==> src/rtl/pc_gen_pkg.sv <==
// Shared types and helpers for the fetch PC generator and its branch target buffer.
package pc_gen_pkg;

    typedef logic [1:0] cnt_t;

    localparam cnt_t CNT_SNT = 2'd0;
    localparam cnt_t CNT_WNT = 2'd1;
    localparam cnt_t CNT_WT  = 2'd2;
    localparam cnt_t CNT_ST  = 2'd3;

    // Saturating 2-bit direction counter step.
    function automatic cnt_t cnt_train(input cnt_t c, input logic taken);
        cnt_t n;
        n = c;
        if (taken) begin
            if (c != CNT_ST) n = c + 2'd1;
            else             n = c;
        end else begin
            if (c != CNT_SNT) n = c - 2'd1;
            else              n = c;
        end
        return n;
    endfunction

    function automatic logic cnt_predicts_taken(input cnt_t c);
        return c[1];
    endfunction

endpackage

==> src/rtl/pc_gen_btb.sv <==
// Direct-mapped BTB: combinational lookup of pre-update contents, registered training port.
module pc_gen_btb
    import pc_gen_pkg::*;
#(
    parameter int ADDR_W      = 32,
    parameter int BTB_ENTRIES = 16,
    parameter int INST_BYTES  = 4
) (
    input  logic              clk,
    input  logic              rst,
    input  logic              i_en,
    input  logic [ADDR_W-1:0] i_lk_pc,
    output logic              o_lk_taken,
    output logic [ADDR_W-1:0] o_lk_target,
    input  logic              i_upd_valid,
    input  logic [ADDR_W-1:0] i_upd_pc,
    input  logic              i_upd_taken,
    input  logic [ADDR_W-1:0] i_upd_target
);

    localparam int IDX_W = $clog2(BTB_ENTRIES);
    localparam int OFF_W = $clog2(INST_BYTES);
    localparam int TAG_W = ADDR_W - IDX_W - OFF_W;

    logic [BTB_ENTRIES-1:0] r_valid;
    logic [TAG_W-1:0]       r_tag    [BTB_ENTRIES];
    logic [ADDR_W-1:0]      r_target [BTB_ENTRIES];
    cnt_t                   r_cnt    [BTB_ENTRIES];

    logic [IDX_W-1:0] w_lk_idx;
    logic [IDX_W-1:0] w_upd_idx;
    logic [TAG_W-1:0] w_lk_tag;
    logic [TAG_W-1:0] w_upd_tag;
    logic             w_lk_hit;
    logic             w_upd_hit;
    logic             w_unused_offset;

    assign w_lk_idx  = i_lk_pc[OFF_W+IDX_W-1:OFF_W];
    assign w_lk_tag  = i_lk_pc[ADDR_W-1:OFF_W+IDX_W];
    assign w_upd_idx = i_upd_pc[OFF_W+IDX_W-1:OFF_W];
    assign w_upd_tag = i_upd_pc[ADDR_W-1:OFF_W+IDX_W];

    // Byte-offset bits never select an entry.
    assign w_unused_offset = |((i_lk_pc | i_upd_pc) & ADDR_W'(INST_BYTES - 1));

    assign w_lk_hit    = r_valid[w_lk_idx] && (r_tag[w_lk_idx] == w_lk_tag);
    assign w_upd_hit   = r_valid[w_upd_idx] && (r_tag[w_upd_idx] == w_upd_tag);
    assign o_lk_taken  = w_lk_hit && cnt_predicts_taken(r_cnt[w_lk_idx]);
    assign o_lk_target = r_target[w_lk_idx];

    // Training and clear; tags/targets are deliberately left unreset.
    always_ff @(posedge clk) begin
        if (i_en) begin
            if (rst) begin
                r_valid <= '0;
                for (int i = 0; i < BTB_ENTRIES; i++) begin
                    r_cnt[i] <= CNT_WNT;
                end
            end else if (i_upd_valid) begin
                if (w_upd_hit) begin
                    r_cnt[w_upd_idx] <= cnt_train(r_cnt[w_upd_idx], i_upd_taken);
                    if (i_upd_taken) begin
                        r_target[w_upd_idx] <= i_upd_target;
                    end
                end else if (i_upd_taken) begin
                    r_valid[w_upd_idx]  <= 1'b1;
                    r_tag[w_upd_idx]    <= w_upd_tag;
                    r_target[w_upd_idx] <= i_upd_target;
                    r_cnt[w_upd_idx]    <= CNT_WT;
                end
            end
        end
    end

endmodule

==> src/rtl/pc_gen.sv <==
// Fetch PC register with next-PC priority mux (reset > redirect > predicted/sequential > hold).
module pc_gen
    import pc_gen_pkg::*;
#(
    parameter int                ADDR_W      = 32,
    parameter int                BTB_ENTRIES = 16,
    parameter logic [ADDR_W-1:0] RESET_PC    = '0,
    parameter int                INST_BYTES  = 4
) (
    input  logic              clk,
    input  logic              rst,
    input  logic              i_rdy,
    input  logic              i_stall,
    output logic [ADDR_W-1:0] o_pc,
    output logic              o_pred_taken,
    output logic [ADDR_W-1:0] o_pred_target,
    input  logic              i_ex_redirect,
    input  logic [ADDR_W-1:0] i_ex_redirect_pc,
    input  logic              i_ex_upd_valid,
    input  logic [ADDR_W-1:0] i_ex_upd_pc,
    input  logic              i_ex_upd_taken,
    input  logic [ADDR_W-1:0] i_ex_upd_target
);

    logic [ADDR_W-1:0] r_pc;
    logic [ADDR_W-1:0] w_seq_pc;
    logic [ADDR_W-1:0] w_btb_target;
    logic              w_btb_taken;

    pc_gen_btb #(
        .ADDR_W      (ADDR_W),
        .BTB_ENTRIES (BTB_ENTRIES),
        .INST_BYTES  (INST_BYTES)
    ) u_btb (
        .clk          (clk),
        .rst          (rst),
        .i_en         (i_rdy),
        .i_lk_pc      (r_pc),
        .o_lk_taken   (w_btb_taken),
        .o_lk_target  (w_btb_target),
        .i_upd_valid  (i_ex_upd_valid),
        .i_upd_pc     (i_ex_upd_pc),
        .i_upd_taken  (i_ex_upd_taken),
        .i_upd_target (i_ex_upd_target)
    );

    // Sequential increment wraps naturally at ADDR_W bits.
    assign w_seq_pc      = r_pc + ADDR_W'(INST_BYTES);
    assign o_pred_taken  = w_btb_taken;
    assign o_pred_target = w_btb_taken ? w_btb_target : w_seq_pc;
    assign o_pc          = r_pc;

    // PC register; rdy low freezes everything including reset.
    always_ff @(posedge clk) begin
        if (i_rdy) begin
            if (rst) begin
                r_pc <= RESET_PC;
            end else if (i_ex_redirect) begin
                r_pc <= i_ex_redirect_pc;
            end else if (!i_stall) begin
                r_pc <= o_pred_target;
            end else begin
                r_pc <= r_pc;
            end
        end
    end

endmodule

==> config.mk <==
export PLATFORM = sky130hd
export DESIGN_NAME = pc_gen
export DESIGN_NICKNAME = d
export VERILOG_FILES = /design/src/rtl/pc_gen_pkg.sv /design/src/rtl/pc_gen_btb.sv /design/src/rtl/pc_gen.sv
export SDC_FILE = /design/constraint.sdc
export NUM_CORES = 1
export LEC_CHECK = 0
export BUFFER_PORTS_ARGS = -buffer_cell sky130_fd_sc_hd__buf_4
export CORE_MARGIN = 2
export CORE_UTILIZATION = 62
export CTS_CLUSTER_SIZE = 20
export DETAILED_ROUTE_END_ITERATION = 16
export PLACE_DENSITY_LB_ADDON = 0.15
export RECOVER_POWER = 50
export SLEW_MARGIN = 30
export SYNTH_ARGS = -nofsm -noshare
export SYNTH_HDL_FRONTEND = slang
export SYNTH_HIERARCHICAL = 1
export SYNTH_SLANG_ARGS = --single-unit
export TNS_END_PERCENT = 20
==> constraint.sdc <==
create_clock -name clk -period 8.76 [get_ports clk]
set_clock_uncertainty 0.15 [all_clocks]
set_input_delay 2.628 -clock clk [delete_from_list [all_inputs] [get_ports clk]]
set_output_delay 2.628 -clock clk [all_outputs]
set_load 0.05 [all_outputs]
# Word-level counts from Yosys, hierarchy flattened
# Memories as Yosys holds them, arrays and structs flattened. A register that Yosys moved wholly into a read port is not among the register bits.
# Index checks and enable logic that the tools add are counted.
# op_classes
order_cmp	3
n_eq_ne	5
addsub	3
n_mux	49
bitwise	3
n_reduce_logical	10
# ops
cell	count
$mux W32	4
$eq A26 B26 Y1	2
$mux W16	3
$add A32 B3 Y32 const B	1
$mux W4	7
$mux W1	23
$mux W2	9
$or A16 B16 Y16	1
$lt A4 B5 Y1 const B	2
$bmux W1 S4	2
$reduce_bool A2 Y1	3
$demux W1 S4	1
$ge A4 B1 Y1 const B	1
$logic_and A1 B1 Y1	4
$ne A2 B2 Y1 const B	2
$reduce_and A4 Y1	1
$ne A3 B2 Y1 const B	1
$add A2 B1 Y2 const B	1
$or A1 B1 Y1	2
$reduce_and A2 Y1	1
$reduce_or A2 Y1	1
$sub A2 B1 Y2 const B	1
# word_totals
output_inout_bits	65
inputBits	103
mem_count	3
word_cells	78
mem_bits_rw	960
ff_bits	48
# mem_list
memory	depth	word_bits	read_ports	rd_clocked_by_memory_dff	write_ports	line	rtl
u_btb.r_target	16	32	1	1	1	pc_gen_btb.sv:27	logic [ADDR_W-1:0] r_target [BTB_ENTRIES];
u_btb.r_tag	16	26	2	1	1	pc_gen_btb.sv:26	logic [TAG_W-1:0] r_tag [BTB_ENTRIES];
u_btb.r_cnt	16	2	2	1	16	pc_gen_btb.sv:28	cnt_t r_cnt [BTB_ENTRIES];

# Longest topological paths before layout
# Gate-level depths: netlist of the first run.
# depth
ltp_word	11
ltp_mapped	17
ltp_nobuf	12

# Cells and area by module
# Netlist of the first run, hierarchy kept.
# modules_own_cells
mod	n_inst	seq_area_each_um2	cells_each	area_each_um2
pc_gen_btb	1	29308.1	2021	42132.9
pc_gen	1	960.9	304	2595.0

# Worst setup path after synthesis of the first run
# OpenSTA, ideal clock, no wires.
# synth_timing
path_kind	flip-flop to output port
start	register r_pc[2], in the netlist o_pc[2]
end	output port o_pred_target[27]
path_slack_ps	-869
required_time_ps	5982
path_stages_with_launch	14
path_buffers	6
arrival_time_ps	6851
path_cell_list	edfxtp_1 > buf_2 > buf_1 > buf_1 > mux4_2 > mux4_2 > xnor2_1 > nand4_1 > nor4_1 > clkbuf_1 > clkbuf_1 > clkbuf_1 > nor3_1 > a21oi_1
# synth_between
elab_chain_cells	5
# synth_lines
element	line	rtl
start: declaration	pc_gen.sv:25	logic [ADDR_W-1:0] r_pc;
start signal: assignment	pc_gen.sv:59	r_pc <= i_ex_redirect_pc;
start signal: assignment	pc_gen.sv:61	r_pc <= o_pred_target;
start signal: assignment	pc_gen.sv:63	r_pc <= r_pc;
$bmux W1 S4	pc_gen_btb.sv:46	assign w_lk_hit = r_valid[w_lk_idx] && (r_tag[w_lk_idx] == w_lk_tag);
$mux W1 (not written as such)	pc_gen_btb.sv:46	
$logic_and A1 B1 Y1	pc_gen_btb.sv:46	
$logic_and A1 B1 Y1	pc_gen_btb.sv:48	assign o_lk_taken = w_lk_hit && cnt_predicts_taken(r_cnt[w_lk_idx]);
via o_pred_taken	pc_gen.sv:15	output logic o_pred_taken,
$mux W32	pc_gen.sv:50	assign o_pred_target = w_btb_taken ? w_btb_target : w_seq_pc;
end: declaration	pc_gen.sv:16	output logic [ADDR_W-1:0] o_pred_target,
# The timed path passes the listed nets, and every way through them passes these cells. The select of a mux whose other input is x is not followed.

# Worst setup path in the final report of the first run
# layout_timing
start	register r_pc[2], in the netlist o_pc[2]
end	output port o_pred_target[9]
# layout_between
elab_chain_cells	5
# layout_lines
element	line
parallel branches: the longest is 4 deep, another holds $add A32 B3 Y32	-
$mux W32 (*)	pc_gen.sv:50
# Every way passes the cells marked *. The select of a mux whose other input is x is not followed.

==> results.yml, run 1 <==
run_status:
  status: "finished, violations left"
  violations: "capacitance limit, slew limit"
pwr:
  design_power_total_mw: 10.7
  irDropWorstVdd_mv: 0.204
  p_leak_nw: 15.9
  powerDensity_nw_per_um2: 212
cts:
  cts_tree: "yes"
  cts_setup_buffers: 0
  path_clk_slew_ps: 60
  cts_buffer_depth: 3
  cts_hold_buf: 0
  clock_latency_ps: 680
  htreeDepth: 3
  cts_sinks: 1008
  root_buffer: "clkbuf_16"
  cts_resized: 0
  cts_made_buffers: 101
sta:
  rsz0062_at_grt: "no"
  worst_slew_pin_slew_ps: 2610
  drv_slew: 106
  setup-tns-final_ps: 0
  hold_violations: 0
  setup_viol: 0
  period_needed_ps: 8400
  slew-limit-headroom_pct: -74.1
  fin_crit_sh_pct: 95.9
  fmax_ghz: 0.119
global_route:
  grt_pass1_wl_mm: 175
  grt_max_degree: 120
  grt_pass1_vias: 25600
  grt_overflow: 0
  grt_use_total_pct: 32.9
  grt_antenna_before_repair: 7
synthesis:
  syn_nets: 2429
  synth.avg_cell_area_sq_um: 19.2
  yosys-top-cells-count: "1,008 x edfxtp_1, 384 x mux4_2, 146 x nor2_1, 83 x mux2i_1, 69 x nand2_1"
  synth_seq_area_share_pct: 67.7
  synth.most_common_cell: "edfxtp_1"
  synth.top_cell.area_share_pct: 67.7
  async_reset_ff_share_pct: 0
  synth_cell_type_count: 77
  synthTopCellsByArea: "edfxtp_1 68%, mux4_2 19%, mux2i_1 1.9%"
  syn_area_sq_um: 44700
  synth_flop_cell: "edfxtp_1"
  synth_cells: 2325
  yosys_warnings: 6
  synth_area_leader_cell: "edfxtp_1"
  synth-seq-cells: 1008
  synth_edf_count: 1008
final_layout:
  finalInstanceArea_sq_um: 50400
  areaGrowthSynthToFinish_pct: 12.7
  drive_gt1_share_pct: 28.8
  fill_cells: 4384
  nNetsFinal: 2613
route:
  drtAntennaViolNets: 0
  drtIter0Drc: 3612
  dr_total_vias: 25600
  drc_errors: 0
  vias_per_cell: 7.22
  wl_per_cell_microns: 33.9
  firstDrtPassIters: 6
  finalWirelength_mm: 120
placed_design:
  gp_congestion: 0.908
  hpwl_mm: 69.5
  dpl_cell_area_sq_um: 47400
  portBuffers: 165
hold_path:
  hold_path_class: "register to register"
floorplanning:
  chipWidth_microns: 273
  io_pins: 168
  core_sq_um: 71500
  start_util_pct: 62.6
  die_y_microns: 273
  design.die.area_sq_um: 74300
  rows: 98
setup_path:
  path_class: "register to primary output"
  cpMaxStageDelayCell: "clkinv_1"
  cp.required_ps: 5980
  crit_buf_inv: 3
  end_kind: "primary output"
  crit_chain: "buf_12, mux4_2, mux4_2, xor2_1, nor4_1, nand4_1, nor4_4, clkinv_1, a31oi_1, buf_4"
  crit_top_cell: "mux4_2"
  cp_max_fo: 70
  crit_path_start_kind: "register"
  crit_family: "buffers and inverters"
  worstPathArrival_ps: 5630
  crit_path_max_incr_delay_ps: 620
job:
  maxCapViolCount: 4
[logic make-up (layout without fill, tap and decap cells)]
family | after synthesis | count (layout) | share of synthesized area [%]
flops | 1008 | 1008 | 67.7
compound gates | 218 | 218 | 3.32
fa+ha+maj | 1 | 1 | 0.0280
xor+xnor | 65 | 65 | 1.27
buf+inv | 175 | 444 | 1.93
mux | 483 | 483 | 21.6
simple gates | 375 | 375 | 4.17
other cells | 0 | 5 | 0
[power breakdown]
part           switching (mW)  leakage, nW  internal [mW]
combinational           0.577         5.11          0.370
clock                    1.86         1.62           2.47
sequential             0.0422         9.15           5.35
total                    2.48         15.9           8.19
[routing by layer]
metal  global-route usage, %  up-vias  share of wire (%)
met4                    10.9        6                3.0
met5                       0        -              0.035
met1                    46.6    13400                 37
met2                    52.3     1848                 49
met3                    6.66      234                 12
li1                        -    10100                  -
[area by class of cell]
cell class	count	area [sq um]	area share, %
Antenna cell	5	12.5	0.0248
Sequential cell	1008	30300	60.0
Inverter	25	93.8	0.186
Multi-Input combinational cell	1142	13900	27.5
Timing Repair Buffer	231	1660	3.30
Tap cell	950	1190	2.36
Clock inverter	66	736	1.46
Clock buffer	122	2610	5.17
[sequential cells by signal (all words and copies together) (netlist names)]
signal and flops:
u_btb/r_target 512, u_btb/r_tag 416, o_pc 32, u_btb/r_cnt 32, u_btb/r_valid 16
[tightest hold or removal path, cell delays in order, from the launching register on]
cell      delay [ps]
edfxtp_1         380
nor2_1            60
nor2_1            80
[path summary, 6_finish.rpt]
kind | startpoint | to | slack, ps | depth (start not counted)
hold / removal | u_btb/r_valid[5]$_SDFFCE_PP0P_ | u_btb/r_valid[5]$_SDFFCE_PP0P_ | 480 | 2
setup reg to reg | o_pc[2]$_SDFFCE_PP0P_ | o_pc[15]$_SDFFCE_PP0P_ | 3090 | 12
hold reg to reg | u_btb/r_valid[5]$_SDFFCE_PP0P_ | u_btb/r_valid[5]$_SDFFCE_PP0P_ | 480 | 2
setup / recovery | o_pc[2]$_SDFFCE_PP0P_ | o_pred_target[9] | 360 | 10
[per-stage QoR]
step / hold WS, ps / cells / util (%) / worst slack, ps
CTS: 476 / 3544 / 71.0 / 374
detailed placement: 460 / 3356 / 66.4 / 1170
global placement: 435 / 3353 / 66.2 / 1220
global route: 508 / 3547 / 70.5 / 80.7
finish: 478 / 3549 / 70.5 / 357
floorplan: 407 / 2325 / - / 82.7
[cell usage in the layout, fill, tap and decap left out, drive strengths merged, types with 6 or more instances in the layout]
cell	count
o21ai	48
edfxtp	1008
o211ai	6
and3	9
inv	25
nor2b	8
bufinv	11
a22o	10
nand3	34
clkbuf	216
a21boi	17
nand2	69
o32ai	6
nor2	147
nor4	14
nor3	36
nand4	32
or3	6
clkinv	48
clkinvlp	7
a31oi	10
mux2i	83
mux2	16
a21oi	49
o22ai	7
xor2	26
a22oi	21
buf	137
a221oi	7
xnor2	39
mux4	384
Note: power is estimated with default switching activity, not from simulation.
==> run 2, diff against run 1 <==
==> constraint.sdc (replaced) <==
create_clock -name clk -period 8.76 [get_ports clk]
set_clock_uncertainty 0.15 [all_clocks]
set_input_delay 0.876 -clock clk [delete_from_list [all_inputs] [get_ports clk]]
set_output_delay 0.876 -clock clk [all_outputs]
set_load 0.05 [all_outputs]
==> run 2 against run 1 <==
Effect of this change:
- the flow still finishes with violations (capacitance limit, slew limit)
- highest routed layer unchanged
- worst setup slack improved by 1000 ps
- total power shrank 0.32%
- critical path depth is 2 higher
- global-route usage shrank 0.28 points
- first-iteration DRC count increased by 0.28%
- cell area shrank 0.63%
- clock power about the same
- sequential share of layout area increased by 0.38 points
- sequential power barely moved
- critical path type is now primary input to register
- combinational power shrank 2.3%
==> results.yml, run 2 (synthesis gave the netlist of run 1 again) <==
placed_design:
  gp_congestion: 0.868
  pre_cts_slack_ps: 2460
  numPlacedInstances: 3348
  hpwl_mm: 67.6
  dpl_cell_area_sq_um: 47100
  portBuffers: 165
setup_path:
  crit_top_cell: "buf_4"
  r2r_cells: 12
  crit_chain: "buf_4, clkbuf_1, mux4_2, mux2i_1, xnor2_1, nor3_1, o2111ai_1, a2111oi_4, buf_4, a21o_2, nor2_4, buf_4"
  cp_max_fo: 47
  timing.rr.end: "o_pc[15]$_SDFFCE_PP0P_"
  crit_family: "buffers and inverters"
  crit_path_start_kind: "primary input"
  end_kind: "register"
  crit-reg2reg-launch: "o_pc[2]$_SDFFCE_PP0P_"
  crit_buf_inv: 4
  cpMaxStageDelayCell: "clkbuf_1"
  path_class: "primary input to register"
  crit_path_max_incr_delay_ps: 2270
  cp.required_ps: 8970
  worstPathArrival_ps: 7580
  r2r_setup_slack_ps: 2810
floorplanning:
  core_sq_um: 71500
  chipWidth_microns: 273
  die_y_microns: 273
  io_pins: 168
  start_util_pct: 62.6
  rows: 98
  design.die.area_sq_um: 74300
sta:
  period_needed_ps: 7370
  worst_slew_pin_slew_ps: 3140
  setup-tns-final_ps: 0
  hold_violations: 0
  timing.hold.ws_ps: 377
  setup_ws_ps: 1390
  rsz0062_at_grt: "no"
  drv_slew: 192
  setup_viol: 0
  fmax_ghz: 0.136
  slew-limit-headroom_pct: -110
  fin_crit_sh_pct: 84.2
pwr:
  irDropWorstVdd_mv: 0.252
  p_int_mw: 8.18
  switchingPower_mw: 2.45
  power_frac_comb_pct: 8.7
  seq_power_share_pct: 50.8
  clock_power_share_pct: 40.5
  powerDensity_nw_per_um2: 212
  p_leak_nw: 15.7
  switching_share_pct: 23.0
global_route:
  grt_pass1_vias: 25500
  grt_pass1_wl_mm: 173
  grt_max_degree: 146
  grt_antenna_before_repair: 6
  grt_use_total_pct: 32.6
  grt_overflow: 0
cts:
  clock_latency_ps: 680
  cts_setup_buffers: 0
  cts_buffer_depth: 3
  cts_made_buffers: 99
  cts_tree: "yes"
  root_buffer: "clkbuf_16"
  cts_sinks: 1008
  path_clk_slew_ps: 60
  cts_resized: 0
  htreeDepth: 3
  cts_hold_buf: 0
hold_path:
  hold-path-endpoint: "o_pc[10]$_SDFFCE_PP0P_"
  hold_path_class: "primary input to register"
  hp-start: "i_ex_redirect_pc[10]"
  min_path_cells: 3
route:
  wl_per_cell_microns: 34.0
  firstDrtPassIters: 8
  dr_total_vias: 25700
  drc_errors: 0
  finalWirelength_mm: 120
  drtAntennaViolNets: 0
  vias_per_cell: 7.28
  drtIter0Drc: 3622
final_layout:
  top_register: "u_btb/r_target"
  layout_commonest_cell: "edfxtp_1"
  final_cells: 3533
  nNetsFinal: 2603
  drive_gt1_share_pct: 28.3
  reg.largest.list: "u_btb/r_target (512), u_btb/r_tag (416)"
  finalInstanceArea_sq_um: 50100
  largest_reg_flops: 512
  final_cell_mix: "1,008 x edfxtp_1, 384 x mux4_2, 123 x buf_4"
  areaGrowthSynthToFinish_pct: 12.0
run_status:
  violations: "capacitance limit, slew limit"
  status: "finished, violations left"
job:
  maxCapViolCount: 6
-- run 2: changes by cell type in the layout (fill, tap and decap cells not counted), moves of 2 or more --
cell | before | now
clkinv_1 | 19 | 24
diode_2 | 5 | 3
clkinv_2 | 24 | 17
nor2_1 | 118 | 114
buf_16 | 3 | 0
clkinvlp_4 | 7 | 4
buf_4 | 117 | 123
nor2_4 | 28 | 32
buf_12 | 17 | 4
-- run 2: final cells by class --
class                           count  area (sq um)
Inverter                           25          93.8
Clock buffer                      121          2580
Multi-Input combinational cell   1142         13900
Fill cell                        4435         21400
Sequential cell                  1008         30300
Antenna cell                        3          7.51
Timing Repair Buffer              223          1380
Tap cell                          950          1190
Clock inverter                     61           709
-- run 2: worst max-delay path by stage --
stage / slack [ps] / cells past startpoint / startpoint / to
finish: 1390 / 12 / i_ex_upd_pc[4] / u_btb/r_tag[15][9]$_DFFE_PP_
CTS: 1790 / 10 / o_pc[2]$_SDFFCE_PP0P_ / o_pred_target[9]
floorplan: 880 / 13 / o_pc[2]$_SDFFCE_PP0P_ / o_pred_target[27]
detailed placement: 2460 / 12 / i_ex_upd_pc[2] / u_btb/r_tag[11][8]$_DFFE_PP_
global route: 1290 / 12 / i_ex_upd_pc[4] / u_btb/r_tag[15][23]$_DFFE_PP_
global placement: 2520 / 12 / i_ex_upd_pc[2] / u_btb/r_tag[11][8]$_DFFE_PP_
-- run 2: per-stage QoR --
stage / power [mW] / util [%]
after global placement: 6.41 / 65.9
after detailed placement: 6.43 / 66.0
after global routing: 10.9 / 70.1
after floorplan: 6.09 / -
final: 10.6 / 70.1
after CTS: 10.7 / 70.6
-- run 2: metal layers --
layer	wire (microns)	global-route usage (%)	up-vias
li1	-	-	10100
met1	43200	45.5	13400
met2	58500	52.1	1900
met3	13500	6.06	315
met4	4940	12.9	4
met5	26	0	-
-- run 2: power by group through the flow --
stage | registers (mW) | clock network, mW | logic [mW]
after floorplan | 5.51 | 0 | 0.579
after global placement | 5.49 | 0 | 0.918
after CTS | 5.40 | 4.35 | 0.939
after global routing | 5.40 | 4.52 | 0.969
final | 5.40 | 4.31 | 0.925
after detailed placement | 5.50 | 0 | 0.934
-- run 2: tightest hold or removal path: cells and delay by family --
kind                   cells  cell delay (ps)
multiplexers               1               50
AND/OR/NAND/NOR            1               70
buffers and inverters      1               80
